<file path="src/rtl/board_gpio_ctrl.sv">
// Board GPIO front-end: synchronises and debounces buttons and switches, emits
// edge pulses, and drives the LED bank from a selectable source.
module board_gpio_ctrl #(
    parameter int unsigned NUM_BTN         = 5,
    parameter int unsigned SW_W            = 8,
    parameter int unsigned LED_W           = 8,
    parameter int unsigned DEBOUNCE_CYCLES = 1000000,
    parameter int unsigned HB_HALF_PERIOD  = 50000000
) (
    input  logic               clk,
    input  logic               rst,
    input  logic [NUM_BTN-1:0] btn_in,
    input  logic [SW_W-1:0]    sw_in,
    output logic [NUM_BTN-1:0] btn_state,
    output logic [NUM_BTN-1:0] btn_press,
    output logic [NUM_BTN-1:0] btn_release,
    output logic [SW_W-1:0]    sw_state,
    output logic               sw_change,
    input  logic [1:0]         led_mode,
    input  logic [LED_W-1:0]   led_host,
    output logic [LED_W-1:0]   led_out
);

    localparam int unsigned IN_W   = NUM_BTN + SW_W;
    localparam int unsigned CNT_W  = $clog2(DEBOUNCE_CYCLES + 1);
    localparam int unsigned HB_W   = $clog2(HB_HALF_PERIOD + 1);
    localparam int unsigned MAX_BS = (NUM_BTN > SW_W) ? NUM_BTN : SW_W;
    localparam int unsigned EXT_W  = (MAX_BS > LED_W) ? MAX_BS : LED_W;

    localparam logic [CNT_W-1:0] CNT_LAST = CNT_W'(DEBOUNCE_CYCLES - 1);
    localparam logic [HB_W-1:0]  HB_LAST  = HB_W'(HB_HALF_PERIOD - 1);

    localparam logic [1:0] MODE_OFF  = 2'd0;
    localparam logic [1:0] MODE_HOST = 2'd1;
    localparam logic [1:0] MODE_SW   = 2'd2;
    localparam logic [1:0] MODE_STAT = 2'd3;

    // Buttons occupy the low bits, switches the high bits of one input vector.
    logic [IN_W-1:0]  raw;
    logic [IN_W-1:0]  s1;
    logic [IN_W-1:0]  s2;
    logic [IN_W-1:0]  stable;
    logic [IN_W-1:0]  accept_c;
    logic [CNT_W-1:0] cnt [IN_W];

    logic [HB_W-1:0]  hb_cnt;
    logic             hb;

    logic [EXT_W-1:0] btn_ext_c;
    logic [EXT_W-1:0] sw_ext_c;
    logic [LED_W-1:0] led_c;

    assign raw       = {sw_in, btn_in};
    assign btn_state = stable[NUM_BTN-1:0];
    assign sw_state  = stable[IN_W-1:NUM_BTN];

    // A bit is accepted on the sample that completes a full mismatching run.
    always_comb begin
        accept_c = '0;
        for (int i = 0; i < int'(IN_W); i++) begin
            accept_c[i] = (s2[i] != stable[i]) && (cnt[i] == CNT_LAST);
        end
    end

    always_ff @(posedge clk) begin
        if (rst) begin
            s1          <= '0;
            s2          <= '0;
            stable      <= '0;
            btn_press   <= '0;
            btn_release <= '0;
            sw_change   <= 1'b0;
            for (int i = 0; i < int'(IN_W); i++) begin
                cnt[i] <= '0;
            end
        end else begin
            s1          <= raw;
            s2          <= s1;
            stable      <= stable ^ accept_c;
            btn_press   <= accept_c[NUM_BTN-1:0] & s2[NUM_BTN-1:0];
            btn_release <= accept_c[NUM_BTN-1:0] & ~s2[NUM_BTN-1:0];
            sw_change   <= |accept_c[IN_W-1:NUM_BTN];
            for (int i = 0; i < int'(IN_W); i++) begin
                if (s2[i] == stable[i] || accept_c[i]) begin
                    cnt[i] <= '0;
                end else begin
                    cnt[i] <= cnt[i] + CNT_W'(1);
                end
            end
        end
    end

    // Heartbeat: hb toggles each time the half-period counter wraps.
    always_ff @(posedge clk) begin
        if (rst) begin
            hb_cnt <= '0;
            hb     <= 1'b0;
        end else if (hb_cnt == HB_LAST) begin
            hb_cnt <= '0;
            hb     <= ~hb;
        end else begin
            hb_cnt <= hb_cnt + HB_W'(1);
        end
    end

    // Zero-extend first so truncation to the LED width is a plain slice.
    always_comb begin
        btn_ext_c = EXT_W'(btn_state);
        sw_ext_c  = EXT_W'(sw_state);
        led_c     = '0;
        case (led_mode)
            MODE_OFF:  led_c = '0;
            MODE_HOST: led_c = led_host;
            MODE_SW:   led_c = sw_ext_c[LED_W-1:0];
            MODE_STAT: led_c = {btn_ext_c[LED_W-2:0], hb};
            default:   led_c = '0;
        endcase
    end

    always_ff @(posedge clk) begin
        if (rst) begin
            led_out <= '0;
        end else begin
            led_out <= led_c;
        end
    end

endmodule

</file>
<file path="config.mk">
export PLATFORM = sky130hd
export DESIGN_NAME = board_gpio_ctrl
export DESIGN_NICKNAME = d
export VERILOG_FILES = /design/src/rtl/board_gpio_ctrl.sv
export SDC_FILE = /design/constraint.sdc
export NUM_CORES = 1
export LEC_CHECK = 0
export CAP_MARGIN = 20
export CORE_MARGIN = 3
export CORE_UTILIZATION = 65
export CTS_BUF_LIST = sky130_fd_sc_hd__clkbuf_8
export DETAILED_ROUTE_END_ITERATION = 6
export GPL_TIMING_DRIVEN = 0
export PLACE_DENSITY = 0.85
export SYNTH_ARGS = -nofsm -noshare
export SYNTH_HDL_FRONTEND = slang
export SYNTH_SLANG_ARGS = --single-unit
</file>
<file path="constraint.sdc">
create_clock -name clk -period 6.4 [get_ports clk]
set_clock_uncertainty 0.2 [all_clocks]
set_input_delay 0.96 -clock clk [delete_from_list [all_inputs] [get_ports clk]]
set_output_delay 0.96 -clock clk [all_outputs]
set_load 0.01 [all_outputs]
</file>
# Word-level counts from Yosys, hierarchy flattened
# Memories as Yosys holds them, arrays and structs flattened.
# Index checks and enable logic that the tools add are counted.
# totals
regBits	85
mem_count	1
elab_cells	234
ramBits	260
# memory_table
memory	depth	width	rd	rd_ports_with_merged_regs	wr	line	source
cnt	13	20	13	0	13	44	logic [CNT_W-1:0] cnt [IN_W];
# op_classes
n_mux	107
n_eq_ne	43
n_addsub	14
bitwise	31
reduce_logical	29
# op_table
cell	count
$mux 20	26
$add 20x1->20 const B	13
$eq 20x20->1 const B	13
$mux 1	80
$pmux 8 s4	1
$add 26x1->26 const B	1
$eq 26x26->1 const B	1
$or 1x1->1	26
$eq 1x1->1	13
$logic_and 1x1->1	13
$logic_or 1x1->1	13
$ne 1x1->1	13
$xor 13x13->13	1
$and 5x5->5	2
$reduce_or 8->1	1
$not 5->5	1
$eq 2x2->1 const B	2
$eq 2x1->1 const B	1
$logic_not 2->1	1
$reduce_or 2->1	1
$not 1->1	1

# Longest topological paths before layout
# An unclocked memory read counts as a cell.
# logic_depth
depth_word	9
mapped_depth	8
ltp_nobuf	6

# Worst setup path before layout
# OpenSTA, ideal clock, no wires.
# synth_timing
path_kind	in2reg
start	input rst
end	memory cnt[1][51] (netlist name), data pin
setup_ns	0.257
stages	6
setup_slack_ns	4.028
required_time_ns	5.943
arrival_ns	1.915
n_path_buf	3
path_cell_list	buf_2 -> clkbuf_1 -> nor2_1 -> nand2_1 -> buf_2 -> nor2_1
# synth_lines
element	line	source
start, declared	11	input logic rst,
end, declared	44	

==> summary.txt <==
Outcome
  • Outcome: complete, no violations

Die
  • Die outline width: between 150 and 200 um
  • I/O pin cnt: 57
  • Area of the die: around 0.028 sq mm
  • Area inside the core boundary: 0.0254 sq mm
  • Vertical die dimension: between 150 and 200 um
  • Rows: 58
  • Starting Density: 66.7%

Global route
  • Via count of the first global-routing pass: between 10,000 and 15,000
  • GR Util met3: ~4.4%
  • Number of antenna violations at the first check in global routing: 0
  • GRT overflow: 0
  • Met2 GRT Util: 42.8%
  • Global routing met1 resource utilization: between 30% and 40%
  • Global-route wire length before repair: just under 60 mm
  • Busiest grt layer: met2
  • Overall fraction of global-route tracks in use: 25.0%
  • Maximum number of pins on one net before global-route repair: 14

Finish
  • Share of layout cells above drive strength 1: between 6 and 7%
  • Layout Cells excl Fill: roughly 2,300
  • Commonest cells after routing, fill and taps aside: nor2_1, edfxtp_1, conb_1
  • Fill cell total of the finished layout: around 1,700
  • Commonest non-fill, non-tap cell in the layout: nor2_1
  • Nets@finish: 2,012
  • ANT cells: 0
  • Share of the core filled with cells in the final layout: between 70% and 80%
  • Area growth from synthesis to layout: 18.9%

Synthesis
  • Top flip-flop cell by instance count after synthesis: edfxtp_1
  • Synth Instances: between 1,500 and 2,000
  • Distinct cell type count of the synthesized netlist: 48
  • Mean area per synthesized cell: 10.6 sq um
  • Number of enable-type register cells in the synthesized netlist: 260
  • Total number of yosys warnings: 0
  • Sequential area share after synthesis: between 50 and 60%
  • Number of synthesized register bits: about 350
  • Share of flip-flops with an asynchronous set or reset: 0%
  • Post-synthesis instance area: roughly 0.017 sq mm

Drt
  • Total via count after detailed routing: 12,500
  • Drt via density: between 5 and 6
  • Routed wire length per instance: around 15 um
  • Number of DRC markers in iteration 0: between 800 and 900
  • Number of nets with antenna violations after routing: 0
  • Detailed-route wire length: approximately 35 mm
  • Drt pass-1 iters: 7
  • DRC: 0

Power
  • Power density of the placed cells: between 200 and 250 mW/mm^2
  • Sum of internal, switching and leakage power: about 4.9 mW
  • Standby leakage power: approximately 7.3 nW
  • Peak supply drop: about 170 uV

Timing
  • Number of failing setup endpoints in the final timing report: 0
  • Final max-slew violation count: 0
  • Achievable frequency: approximately 0.34 GHz
  • Tightest Pin Transition: 1.01 ns
  • Rel. slew slack: approximately a third
  • Count of endpoints failing hold in the final timing report: 0
  • Post-Route Setup TNS: 0 ns
  • Tightest hold margin: 0.232 ns
  • Unrepaired setup endpoints after global routing: no
  • Final worst path period need: 2.97 ns
  • Post-route clock period utilization: a little under half

Clock network
  • CTS Hold Bufs: 0
  • Clock tree from TritonCTS: done
  • CTS sink count: around 350
  • H-tree depth: 2
  • Setup Buffers After CTS: 0
  • # resized after CTS: 0
  • Clock Latency Late Sink: about 0.58 ns
  • Clock-pin slew of the registers on the worst-case setup and hold paths: about 0.060 ns
  • Clock Tree Root: clkbuf_8
  • Clk buf depth: 3
  • TritonCTS buffer count: 55

Critical path
  • Buffering stage count on the worst path with inverters included: 4
  • Critical path capture point type: flip-flop
  • Data required time of the worst path: between 6 and 7 ns
  • Arrival time at the worst endpoint: 3.08 ns
  • Maximum fanout along the worst path: 10
  • List of cells traversed by the critical path: clkdlybuf4s50_1 -> buf_2 -> clkbuf_1 -> a21oi_1 -> nand2_1 -> buf_2 -> nor2_1
  • CP max stage cell: clkbuf_1
  • Critical Setup Path Class: input pin to flip-flop
  • Crit path launch type: input pin
  • Largest stage delay on the critical path: about 0.5 ns
  • Top Family by Delay on Critical Path: buffers and inverters
  • Most prevalent standard cell on the critical path: buf_2

Placed design
  • Port Buffer Count: 55
  • Number of placed instances with taps included: approximately 2,200
  • Post-detailed-placement half-perimeter wirelength: 24.4 mm
  • Final estimated routing congestion in global placement: 0.857

Run
  • Number of maximum-capacitance violations: 0

Min path
  • Class of the tightest hold or removal check: flip-flop to flip-flop
==> Yosys cell counts, types with 5 or more instances <==
library cell | n | area, sq um
a21oi_1 | 11 | 55.1
a22oi_1 | 8 | 60.1
and2_1 | 20 | 125
and3_1 | 47 | 294
and4_1 | 19 | 166
buf_2 | 12 | 60.1
clkbuf_1 | 22 | 82.6
dfxtp_1 | 85 | 1700
edfxtp_1 | 260 | 7810
ha_1 | 14 | 175
inv_1 | 30 | 113
mux2_2 | 6 | 67.6
mux2i_1 | 9 | 90.1
nand2_1 | 98 | 368
nand2b_1 | 13 | 81.3
nand3_1 | 103 | 515
nand3b_1 | 5 | 37.5
nand4_1 | 65 | 407
nor2_1 | 335 | 1260
nor2_2 | 10 | 62.6
nor2b_1 | 30 | 188
nor3_1 | 47 | 235
nor4_1 | 25 | 156
nor4b_1 | 12 | 105
o21ai_0 | 5 | 25.0
or3_1 | 9 | 56.3
or4_1 | 5 | 37.5
xnor2_1 | 116 | 1020
xor2_1 | 149 | 1310
==> path summary, 6_finish.rpt <==
path | start | end | slack, ns | cells past startpoint
worst min-delay path | s1[10] | s2[10] | 0.23 | 1
worst max-delay path | rst | cnt[0][77] | 3.43 | 7
worst max register to register | cnt[0][73] | cnt[0][77] | 3.68 | 6
worst min register to register | s1[10] | s2[10] | 0.23 | 1
==> kinds of logic (layout without fill, tap and decap cells) <==
kind of cell               Yosys count  in the layout  share of synthesized area (%)
AOI/OAI and AO/OA                   26             26                          0.923
xor gates and xnor gates           265            265                           13.7
adders and majority gates           14             14                           1.03
buffers and inverters               68            226                           1.74
DFF                                345            345                           56.1
muxes                               15             15                          0.931
other                                1            260                         0.0221
and+or+nand+nor                    868            868                           25.5
==> metal layers <==
layer / part of all wire, % / vias up / wire length [um]
met5: 0 / - / 0
met4: 2.6 / 0 / 911
met3: 5.6 / 80 / 1930
met2: 49 / 365 / 17000
met1: 43 / 5886 / 14800
li1: - / 6141 / -
==> through the flow <==
step	area, sq um	worst slack, ns
after floorplan	17900	4.03
after global placement	18900	2.94
after detailed placement	18900	2.91
after CTS	20100	3.51
after global routing	20100	3.31
final	20100	3.43
==> report_power, final <==
| group | leakage, nW | switching [mW] | internal (mW) | total (mW) |
|---|---|---|---|---|
| combinational | 3.19 | 0.119 | 0.0846 | 0.203 |
| sequential | 3.37 | 0.0827 | 2.49 | 2.57 |
| clock | 0.706 | 0.866 | 1.22 | 2.09 |
==> registers in the layout, summed over array words and instances, names as in the netlist, named ones only <==
register     count
btn_release      5
s2              13
hb_cnt          26
btn_press        5
s1              13
hb               1
sw_change        1
led_out          8
cnt            260
==> area by class of cell <==
class	instances	area (sq um)	area share, %
plain buffers	38	181	0.901
clock buffers	76	1050	5.19
clock inverters	27	224	1.11
inverters	30	113	0.559
multi-input cells	1448	8110	40.3
flip-flops and latches	345	9510	47.2
well taps	330	413	2.05
repair buffers	55	551	2.73
Note: power is estimated with default switching activity, not from simulation.
